--- config.mk ---
export PLATFORM = sky130hd
export DESIGN_NAME = v_channel_seq
export DESIGN_NICKNAME = d
export VERILOG_FILES = /design/src/rtl/v_dma_pkg.sv /design/src/rtl/v_channel_seq.sv
export SDC_FILE = /design/constraint.sdc
export NUM_CORES = 1
export LEC_CHECK = 0
export CAP_MARGIN = 20
export CORE_MARGIN = 3
export CORE_UTILIZATION = 59
export DETAILED_ROUTE_END_ITERATION = 10
export PLACE_DENSITY_LB_ADDON = 0.3
export SYNTH_ARGS = -nofsm -noshare
export SYNTH_HDL_FRONTEND = slang
export SYNTH_SLANG_ARGS = --single-unit
--- constraint.sdc ---
create_clock -name clk -period 13.4 [get_ports clk]
set_clock_uncertainty 0.05 [all_clocks]
set_input_delay 2.01 -clock clk [delete_from_list [all_inputs] [get_ports clk]]
set_output_delay 2.01 -clock clk [all_outputs]
set_load 0.05 [all_outputs]
--- src/rtl/v_dma_pkg.sv ---
// ---------------------------------------------------------------------------
// v_dma_pkg
// Shared types and helpers for the DMA channel sequencer.
//   ch_state_e  : sequencer state encoding (ST_ABORT exists only when the
//                 V_CHANNEL_ABORT_EN macro is defined)
//   BB_W        : width of a burst-bytes value (max 2^7 beats << 3 = 1024)
//   burst_bytes : bytes moved by one full burst, (2^bsize) << size
// ---------------------------------------------------------------------------
package v_dma_pkg;

    typedef enum logic [3:0] {
        ST_IDLE            = 4'd0,
        ST_CHECK           = 4'd1,
        ST_READ            = 4'd2,
        ST_WAIT_LAST_READ  = 4'd3,
        ST_WRITE           = 4'd4,
        ST_WAIT_LAST_WRITE = 4'd5,
        ST_DONE            = 4'd6,
        ST_BUS_ERROR       = 4'd7
`ifdef V_CHANNEL_ABORT_EN
        ,
        ST_ABORT           = 4'd8
`endif
    } ch_state_e;

    localparam int BB_W = 11;

    function automatic logic [BB_W-1:0] burst_bytes(input logic [2:0] bsize,
                                                    input logic [1:0] size);
        logic [BB_W-1:0] beats;
        beats       = 11'd1 << bsize;
        burst_bytes = beats << size;
    endfunction

endpackage

--- src/rtl/v_channel_seq.sv ---
// ---------------------------------------------------------------------------
// v_channel_seq
// One DMA channel sequencer: moves ch_data_len_i bytes from a read address to
// a write address through a channel buffer of CAP = 4*BUFFER_SIZE bytes,
// issuing one read or write burst at a time.
//
// Optional feature: define V_CHANNEL_ABORT_EN to honour ch_abort_i (ABORT
// state). Without it ch_abort_i is ignored.
//
// Ports
//   clk, areset (sync, active high)
//   ch_enable_i (rising edge starts), ch_abort_i
//   ch_rd_addr_i / ch_wr_addr_i, ch_data_len_i          : transfer setup
//   ch_rd_size_i / ch_wr_size_i   : log2 bytes per beat
//   ch_rd_bsize_i / ch_wr_bsize_i : log2 beats per burst
//   ch_rd_incr_i / ch_wr_incr_i   : advance address per burst
//   i_next_i (burst accepted), i_last_i / i_last_write_i (burst finished),
//   i_resp_i (bus error)
//   rush_read_o / rush_write_o    : burst request
//   i_rd_addr_o, i_wr_addr_o, i_lenght_o (beats), i_size_o, i_incr_o,
//   i_mode_o (0 read, 1 write)
//   ch_error_o (config error), ch_bus_error_o, ch_interrupt_o, ready
// All outputs are registered.
// ---------------------------------------------------------------------------
module v_channel_seq
    import v_dma_pkg::*;
#(
    parameter int ADDR_W      = 32,
    parameter int LEN_W       = 32,
    parameter int BUFFER_SIZE = 4
) (
    input  logic                                 clk,
    input  logic                                 areset,
    input  logic                                 ch_enable_i,
    input  logic                                 ch_abort_i,
    input  logic [ADDR_W-1:0]                    ch_rd_addr_i,
    input  logic [ADDR_W-1:0]                    ch_wr_addr_i,
    input  logic [LEN_W-1:0]                     ch_data_len_i,
    input  logic [1:0]                           ch_rd_size_i,
    input  logic [1:0]                           ch_wr_size_i,
    input  logic [2:0]                           ch_rd_bsize_i,
    input  logic [2:0]                           ch_wr_bsize_i,
    input  logic                                 ch_rd_incr_i,
    input  logic                                 ch_wr_incr_i,
    input  logic                                 i_next_i,
    input  logic                                 i_last_i,
    input  logic                                 i_last_write_i,
    input  logic                                 i_resp_i,
    output logic                                 rush_read_o,
    output logic                                 rush_write_o,
    output logic [ADDR_W-1:0]                    i_rd_addr_o,
    output logic [ADDR_W-1:0]                    i_wr_addr_o,
    output logic [$clog2(4*BUFFER_SIZE):0]       i_lenght_o,
    output logic [1:0]                           i_size_o,
    output logic                                 i_incr_o,
    output logic                                 i_mode_o,
    output logic                                 ch_error_o,
    output logic                                 ch_bus_error_o,
    output logic                                 ch_interrupt_o,
    output logic                                 ready
);

    localparam int CAP   = 4 * BUFFER_SIZE;
    localparam int CNT_W = $clog2(CAP) + 1;
    localparam int CMP_W = ((LEN_W > BB_W) ? LEN_W : BB_W) + 1;
    localparam logic [LEN_W-1:0] LEN_ONE  = {{(LEN_W-1){1'b0}}, 1'b1};
    localparam logic [LEN_W-1:0] LEN_ZERO = {LEN_W{1'b0}};
    localparam logic [CNT_W-1:0] CNT_ZERO = {CNT_W{1'b0}};

    // State and latched configuration
    ch_state_e         state_q, state_d;
    logic              en_prev_q, en_prev_d;
    logic [ADDR_W-1:0] rd_addr_q, rd_addr_d;
    logic [ADDR_W-1:0] wr_addr_q, wr_addr_d;
    logic [1:0]        rd_size_q, rd_size_d, wr_size_q, wr_size_d;
    logic [2:0]        rd_bsize_q, rd_bsize_d, wr_bsize_q, wr_bsize_d;
    logic              rd_incr_q, rd_incr_d, wr_incr_q, wr_incr_d;
    logic [LEN_W-1:0]  rd_rem_q, rd_rem_d, wr_rem_q, wr_rem_d;
    logic [CNT_W-1:0]  fill_q, fill_d;
    logic [CNT_W-1:0]  burst_q, burst_d;

    // Registered outputs
    logic              rush_read_q, rush_read_d, rush_write_q, rush_write_d;
    logic [CNT_W-1:0]  lenght_q, lenght_d;
    logic [1:0]        size_q, size_d;
    logic              incr_q, incr_d, mode_q, mode_d;
    logic              ch_error_q, ch_error_d;
    logic              bus_err_q, bus_err_d;
    logic              intr_q, intr_d;
    logic              ready_q, ready_d;

    // Combinational helpers
    logic [BB_W-1:0]   rb_s, wb_s;
    logic [CNT_W-1:0]  rd_burst_s, wr_burst_s, fill_sched_s;
    logic [1:0]        beat_size_s;
    logic [LEN_W-1:0]  align_mask_s;
    logic              cfg_bad_s, wr_go_s, rd_go_s, do_sched_s, abort_done_s;

`ifdef V_CHANNEL_ABORT_EN
    logic              pend_q, pend_d, pend_mode_q, pend_mode_d;
`else
    logic              abort_unused_s;
    assign abort_unused_s = ch_abort_i;
`endif

    // Burst geometry, config validation and scheduler decisions.
    always_comb begin
        rb_s = burst_bytes(rd_bsize_q, rd_size_q);
        wb_s = burst_bytes(wr_bsize_q, wr_size_q);

        // Residual clipping: the last burst only moves what remains.
        if (CMP_W'(rd_rem_q) < CMP_W'(rb_s)) begin
            rd_burst_s = CNT_W'(rd_rem_q);
        end else begin
            rd_burst_s = CNT_W'(rb_s);
        end
        if (CMP_W'(wr_rem_q) < CMP_W'(wb_s)) begin
            wr_burst_s = CNT_W'(wr_rem_q);
        end else begin
            wr_burst_s = CNT_W'(wb_s);
        end

        if (rd_size_q > wr_size_q) begin
            beat_size_s = rd_size_q;
        end else begin
            beat_size_s = wr_size_q;
        end
        align_mask_s = (LEN_ONE << beat_size_s) - LEN_ONE;

        // Only consumed in CHECK, where rd_rem_q still holds the full length.
        cfg_bad_s = (rd_rem_q == LEN_ZERO)
                 || (CMP_W'(rb_s) > CMP_W'(CAP))
                 || (CMP_W'(wb_s) > CMP_W'(CAP))
                 || ((rd_rem_q & align_mask_s) != LEN_ZERO);

        // Buffer level the scheduler sees once the finishing burst is counted.
        case (state_q)
            ST_WAIT_LAST_READ:  fill_sched_s = fill_q + burst_q;
            ST_WAIT_LAST_WRITE: fill_sched_s = fill_q - burst_q;
            default:            fill_sched_s = fill_q;
        endcase

        wr_go_s = (wr_rem_q != LEN_ZERO) && (fill_sched_s >= wr_burst_s);
        rd_go_s = (rd_rem_q != LEN_ZERO)
               && ((CNT_W'(CAP) - fill_sched_s) >= rd_burst_s);
    end

    // Next-state and next-output computation.
    always_comb begin
        state_d      = state_q;
        en_prev_d    = ch_enable_i;
        rd_addr_d    = rd_addr_q;
        wr_addr_d    = wr_addr_q;
        rd_size_d    = rd_size_q;
        wr_size_d    = wr_size_q;
        rd_bsize_d   = rd_bsize_q;
        wr_bsize_d   = wr_bsize_q;
        rd_incr_d    = rd_incr_q;
        wr_incr_d    = wr_incr_q;
        rd_rem_d     = rd_rem_q;
        wr_rem_d     = wr_rem_q;
        fill_d       = fill_q;
        burst_d      = burst_q;
        lenght_d     = lenght_q;
        size_d       = size_q;
        incr_d       = incr_q;
        mode_d       = mode_q;
        ch_error_d   = 1'b0;
        do_sched_s   = 1'b0;
        abort_done_s = 1'b0;
`ifdef V_CHANNEL_ABORT_EN
        pend_d       = pend_q;
        pend_mode_d  = pend_mode_q;
`endif

        case (state_q)
            ST_IDLE: begin
                if (ch_enable_i && !en_prev_q) begin
                    rd_addr_d  = ch_rd_addr_i;
                    wr_addr_d  = ch_wr_addr_i;
                    rd_size_d  = ch_rd_size_i;
                    wr_size_d  = ch_wr_size_i;
                    rd_bsize_d = ch_rd_bsize_i;
                    wr_bsize_d = ch_wr_bsize_i;
                    rd_incr_d  = ch_rd_incr_i;
                    wr_incr_d  = ch_wr_incr_i;
                    rd_rem_d   = ch_data_len_i;
                    wr_rem_d   = ch_data_len_i;
                    fill_d     = CNT_ZERO;
                    state_d    = ST_CHECK;
                end else begin
                    state_d = ST_IDLE;
                end
            end
            ST_CHECK: begin
                if (cfg_bad_s) begin
                    ch_error_d = 1'b1;
                    state_d    = ST_BUS_ERROR;
                end else begin
                    do_sched_s = 1'b1;
                end
            end
            ST_READ: begin
                if (i_resp_i) begin
                    state_d = ST_BUS_ERROR;
                end else if (i_next_i) begin
                    state_d  = ST_WAIT_LAST_READ;
                    rd_rem_d = rd_rem_q - LEN_W'(burst_q);
                    if (rd_incr_q) begin
                        rd_addr_d = rd_addr_q + ADDR_W'(burst_q);
                    end else begin
                        rd_addr_d = rd_addr_q;
                    end
                end else begin
                    state_d = ST_READ;
                end
            end
            ST_WAIT_LAST_READ: begin
                if (i_resp_i) begin
                    state_d = ST_BUS_ERROR;
                end else if (i_last_i) begin
                    fill_d     = fill_sched_s;
                    do_sched_s = 1'b1;
                end else begin
                    state_d = ST_WAIT_LAST_READ;
                end
            end
            ST_WRITE: begin
                if (i_resp_i) begin
                    state_d = ST_BUS_ERROR;
                end else if (i_next_i) begin
                    state_d  = ST_WAIT_LAST_WRITE;
                    wr_rem_d = wr_rem_q - LEN_W'(burst_q);
                    if (wr_incr_q) begin
                        wr_addr_d = wr_addr_q + ADDR_W'(burst_q);
                    end else begin
                        wr_addr_d = wr_addr_q;
                    end
                end else begin
                    state_d = ST_WRITE;
                end
            end
            ST_WAIT_LAST_WRITE: begin
                if (i_resp_i) begin
                    state_d = ST_BUS_ERROR;
                end else if (i_last_write_i) begin
                    fill_d     = fill_sched_s;
                    do_sched_s = 1'b1;
                end else begin
                    state_d = ST_WAIT_LAST_WRITE;
                end
            end
            ST_DONE:      state_d = ST_IDLE;
            ST_BUS_ERROR: state_d = ST_IDLE;
`ifdef V_CHANNEL_ABORT_EN
            ST_ABORT: begin
                if (!pend_q || (pend_mode_q ? i_last_write_i : i_last_i)) begin
                    abort_done_s = 1'b1;
                    pend_d       = 1'b0;
                    state_d      = ST_IDLE;
                end else begin
                    state_d = ST_ABORT;
                end
            end
`endif
            default: state_d = ST_IDLE;
        endcase

        // Scheduler: drain to the writer first, then refill, then finish.
        if (do_sched_s) begin
            if (wr_go_s) begin
                state_d  = ST_WRITE;
                burst_d  = wr_burst_s;
                lenght_d = wr_burst_s >> wr_size_q;
                size_d   = wr_size_q;
                incr_d   = wr_incr_q;
                mode_d   = 1'b1;
            end else if (rd_go_s) begin
                state_d  = ST_READ;
                burst_d  = rd_burst_s;
                lenght_d = rd_burst_s >> rd_size_q;
                size_d   = rd_size_q;
                incr_d   = rd_incr_q;
                mode_d   = 1'b0;
            end else if (wr_rem_q == LEN_ZERO) begin
                state_d = ST_DONE;
            end else begin
                // Neither side can make progress: stop instead of hanging.
                state_d = ST_BUS_ERROR;
            end
        end else begin
            burst_d = burst_d;
        end

`ifdef V_CHANNEL_ABORT_EN
        // Abort wins over everything else; remember whether a burst is still
        // in flight so its last beat can be awaited.
        if (ch_abort_i && (state_q != ST_IDLE) && (state_q != ST_ABORT)) begin
            state_d     = ST_ABORT;
            ch_error_d  = 1'b0;
            pend_d      = ((state_q == ST_WAIT_LAST_READ)  && !i_last_i)
                       || ((state_q == ST_WAIT_LAST_WRITE) && !i_last_write_i);
            pend_mode_d = (state_q == ST_WAIT_LAST_WRITE);
        end else begin
            pend_mode_d = pend_mode_d;
        end
`endif

        rush_read_d  = (state_d == ST_READ);
        rush_write_d = (state_d == ST_WRITE);
        ready_d      = (state_d == ST_IDLE);
        intr_d       = (state_d == ST_DONE) || abort_done_s;
        bus_err_d    = (state_d == ST_BUS_ERROR) || abort_done_s;
    end

    // Sequencer registers with synchronous reset.
    always_ff @(posedge clk) begin
        if (areset) begin
            state_q      <= ST_IDLE;
            en_prev_q    <= 1'b0;
            rd_addr_q    <= {ADDR_W{1'b0}};
            wr_addr_q    <= {ADDR_W{1'b0}};
            rd_size_q    <= 2'd0;
            wr_size_q    <= 2'd0;
            rd_bsize_q   <= 3'd0;
            wr_bsize_q   <= 3'd0;
            rd_incr_q    <= 1'b0;
            wr_incr_q    <= 1'b0;
            rd_rem_q     <= LEN_ZERO;
            wr_rem_q     <= LEN_ZERO;
            fill_q       <= CNT_ZERO;
            burst_q      <= CNT_ZERO;
            rush_read_q  <= 1'b0;
            rush_write_q <= 1'b0;
            lenght_q     <= CNT_ZERO;
            size_q       <= 2'd0;
            incr_q       <= 1'b0;
            mode_q       <= 1'b0;
            ch_error_q   <= 1'b0;
            bus_err_q    <= 1'b0;
            intr_q       <= 1'b0;
            ready_q      <= 1'b1;
`ifdef V_CHANNEL_ABORT_EN
            pend_q       <= 1'b0;
            pend_mode_q  <= 1'b0;
`endif
        end else begin
            state_q      <= state_d;
            en_prev_q    <= en_prev_d;
            rd_addr_q    <= rd_addr_d;
            wr_addr_q    <= wr_addr_d;
            rd_size_q    <= rd_size_d;
            wr_size_q    <= wr_size_d;
            rd_bsize_q   <= rd_bsize_d;
            wr_bsize_q   <= wr_bsize_d;
            rd_incr_q    <= rd_incr_d;
            wr_incr_q    <= wr_incr_d;
            rd_rem_q     <= rd_rem_d;
            wr_rem_q     <= wr_rem_d;
            fill_q       <= fill_d;
            burst_q      <= burst_d;
            rush_read_q  <= rush_read_d;
            rush_write_q <= rush_write_d;
            lenght_q     <= lenght_d;
            size_q       <= size_d;
            incr_q       <= incr_d;
            mode_q       <= mode_d;
            ch_error_q   <= ch_error_d;
            bus_err_q    <= bus_err_d;
            intr_q       <= intr_d;
            ready_q      <= ready_d;
`ifdef V_CHANNEL_ABORT_EN
            pend_q       <= pend_d;
            pend_mode_q  <= pend_mode_d;
`endif
        end
    end

    assign rush_read_o    = rush_read_q;
    assign rush_write_o   = rush_write_q;
    assign i_rd_addr_o    = rd_addr_q;
    assign i_wr_addr_o    = wr_addr_q;
    assign i_lenght_o     = lenght_q;
    assign i_size_o       = size_q;
    assign i_incr_o       = incr_q;
    assign i_mode_o       = mode_q;
    assign ch_error_o     = ch_error_q;
    assign ch_bus_error_o = bus_err_q;
    assign ch_interrupt_o = intr_q;
    assign ready          = ready_q;

endmodule
==> metrics.txt <==
largest buffer count on any clock path 2; global route overflow 0; Placed Cells around 2000; I/O pins 195; Clock transition at path regs approximately 70 ps; Leakage 0.005352 uW; worst vdd ir 90.64 uV; Hold Vio Cnt, Final 0; Top FF cell, synth dfxtp_1; clock group share of total power 0.325; Worst Max-Slew Pin Slew 1065 ps; CP required 13650 ps; die area approximately 22000 um2; vias per std cell roughly 6.4; setup bufs post-CTS 0; Global Route Usage Sum 0.3271; pin count of the biggest net entering global routing 108; Syn Std Cell Area 12030 um2; RSZ-0062 raised after global routing false; Ant. Diodes 0; root buf cell clkbuf_16; syn_area_per_cell 7.237 um2; initial antenna violation count 0; outcome complete, no violations; Crit. End Element flop; Worst-Skew Late Latency roughly 440 ps; # resized after CTS 0; clk sinks 170; Buffers on Ports roughly 190; TritonCTS clock tree yes; max cap viols 0; nets@finish a little under 2000; top-area cell type share of the netlist area 0.2830; Filler cells ~1600; post-route non-filler standard cell count roughly 2100; Core ar. 19720 um2; Mapped Nets between 1500 and 2000; CP Launch Type flop; hold slack between 400 and 500 ps; synth cell count leaders 225 x nand2_1, 201 x nor2_1, 170 x dfxtp_1, 129 x a21oi_1, 119 x o21ai_0; P_sw 522.2 uW; endpoints failing setup 0; CP max FO 20; CP Class flop to flop; share of post-route cells with drive strength above 1 0.05084; Netlist cell types 90; number of flops mapped to enable cells by yosys 0; Placed Area roughly 14000 um2; Routed WL 37110 um; DRC viols 0; Pwr per Cell Area 100.6 nW/um2; Tcrit/Tclk final 0.4517; Fmax about 170 MHz; Worst EP arrival ~6300 ps; cell taking the most area after synthesis dfxtp_1; relative slew slack 0.2903; FP Rows about 50; Initial Util 0.6100; HPWL Detailed around 26000 um; via count 13170; RePlAce Congestion slightly above 0.9; Util after Layout 0.7370; Tmin final slightly above 6000 ps; setup TNS 0 ps; Yosys reg bits 170; hold_buf cts 0; Layout area overhead 20.82%; first-pass GRT wire length around 60000 um; top-count cell post-synth nand2_1; Switching Share 0.3570; Seq/Total Area, Yosys 0.2830; max-slew violation count 0; antenna viol nets, final 0; sequential power share 0.393; Die Ht roughly 150 um; Gate power share 0.282; die width approximately 150 um; vias in the first global route ~12000; internal power approximately 940 uW; DR iter-0 viols about 1300; Pre-antenna DRT Iters 7; Area contributors post-synth dfxtp_1 28%, nand2_1 7.0%, nor2_1 6.3%, ha_1 5.9%, a21oi_1 5.4%; CTS buffer count 17; hold crit path type flop to flop; yosys warns 0; post-synthesis async set-or-reset flop share 0; Final Cell Area 14530 um2; routed len/inst approximately 18 um; H-tree depth 4; Post-Syn Instances 1662
## worst paths after layout
path | start | slack, ps | cells past startpoint | endpoint
setup / recovery | wr_size_q[0] | 7350 | 23 | i_incr_o
hold / removal | rd_rem_q[15] | 430 | 2 | rd_rem_q[15]
setup reg to reg | wr_size_q[0] | 7350 | 23 | i_incr_o
hold reg to reg | rd_rem_q[15] | 430 | 2 | rd_rem_q[15]
## power by group through the flow
stage               logic (uW)  registers [uW]  clock network [uW]
floorplan                  236             616                   0
global placement           391             583                   0
detailed placement         401             584                   0
CTS                        405             573                 481
global route               446             579                 503
finish                     412             575                 476
## critical path, cell delays in order, from the launching register on
cell,delay [ps]
dfxtp_1,820
and3b_1,280
o21ai_0,80
o21ai_0,150
inv_1,80
o22ai_1,170
inv_1,70
ha_1,180
a211oi_1,250
nor2_1,80
nor2_1,140
nand3_1,150
a21oi_4,380
mux2i_1,400
ha_1,310
nand2b_1,150
a21o_1,180
a211o_1,290
a21oi_1,180
or2_2,320
a21bo_1,170
a31o_1,690
mux2i_1,280
nor2_1,70
## layer usage
metal / wire length [um] / GRT usage / vias up
met5: 0 / 0 / -
met4: 1236 / 0.1195 / 0
met3: 2886 / 0.05439 / 98
met2: 17770 / 0.5360 / 601
met1: 15220 / 0.4371 / 6142
li1: - / - / 6325
## layout by cell type (no fill, tap or decap), types with 50 or more instances in the layout
| cell type | Yosys | routed |
|---|---|---|
| nand2_1 | 225 | 223 |
| nor2_1 | 201 | 201 |
| clkdlybuf4s50_1 | 0 | 192 |
| dfxtp_1 | 170 | 170 |
| a21oi_1 | 129 | 128 |
| o21ai_0 | 119 | 118 |
| a211oi_1 | 59 | 59 |
| ha_1 | 57 | 57 |
| inv_1 | 50 | 50 |
| nor3_1 | 50 | 50 |
## kinds of logic (layout without fill, tap and decap cells)
kind of cell | count (synthesis) | in the layout | synth area share
xor gates and xnor gates | 19 | 19 | 0.01571
buffers and inverters | 165 | 293 | 0.05409
other | 1 | 1 | 0.0003118
AOI/OAI and AO/OA | 539 | 539 | 0.2986
adders and majority gates | 62 | 62 | 0.06762
muxes | 19 | 19 | 0.01612
and+or+nand+nor | 687 | 687 | 0.2646
DFF | 170 | 170 | 0.2829
## registers in the layout (all words and copies together), names as in the netlist, 3 cells and up
name	count
fill_q	5
i_rd_addr_o	32
i_wr_addr_o	32
state_q	4
rd_bsize_q	3
wr_rem_q	32
rd_rem_q	32
burst_q	5
wr_bsize_q	3
i_lenght_o	5
## cell type report
cell class | instances | area (um2) | share of cell area
multi-input combinational | 1327 | 7990 | 0.5499
sequential | 170 | 3403 | 0.2342
timing repair buffer | 211 | 2064 | 0.1421
clock buffer | 18 | 429.2 | 0.02953
tap | 265 | 331.6 | 0.02282
inverter | 50 | 187.7 | 0.01292
clock inverter | 14 | 125.1 | 0.008610
## metrics by stage
stage	power, uW	setup slack, ps
finish	1462	7347
global route	1528	7006
CTS	1460	7494
detailed placement	985.1	7604
global placement	973.7	7822
floorplan	852.2	8827
Power figures use the tool's default switching activity.
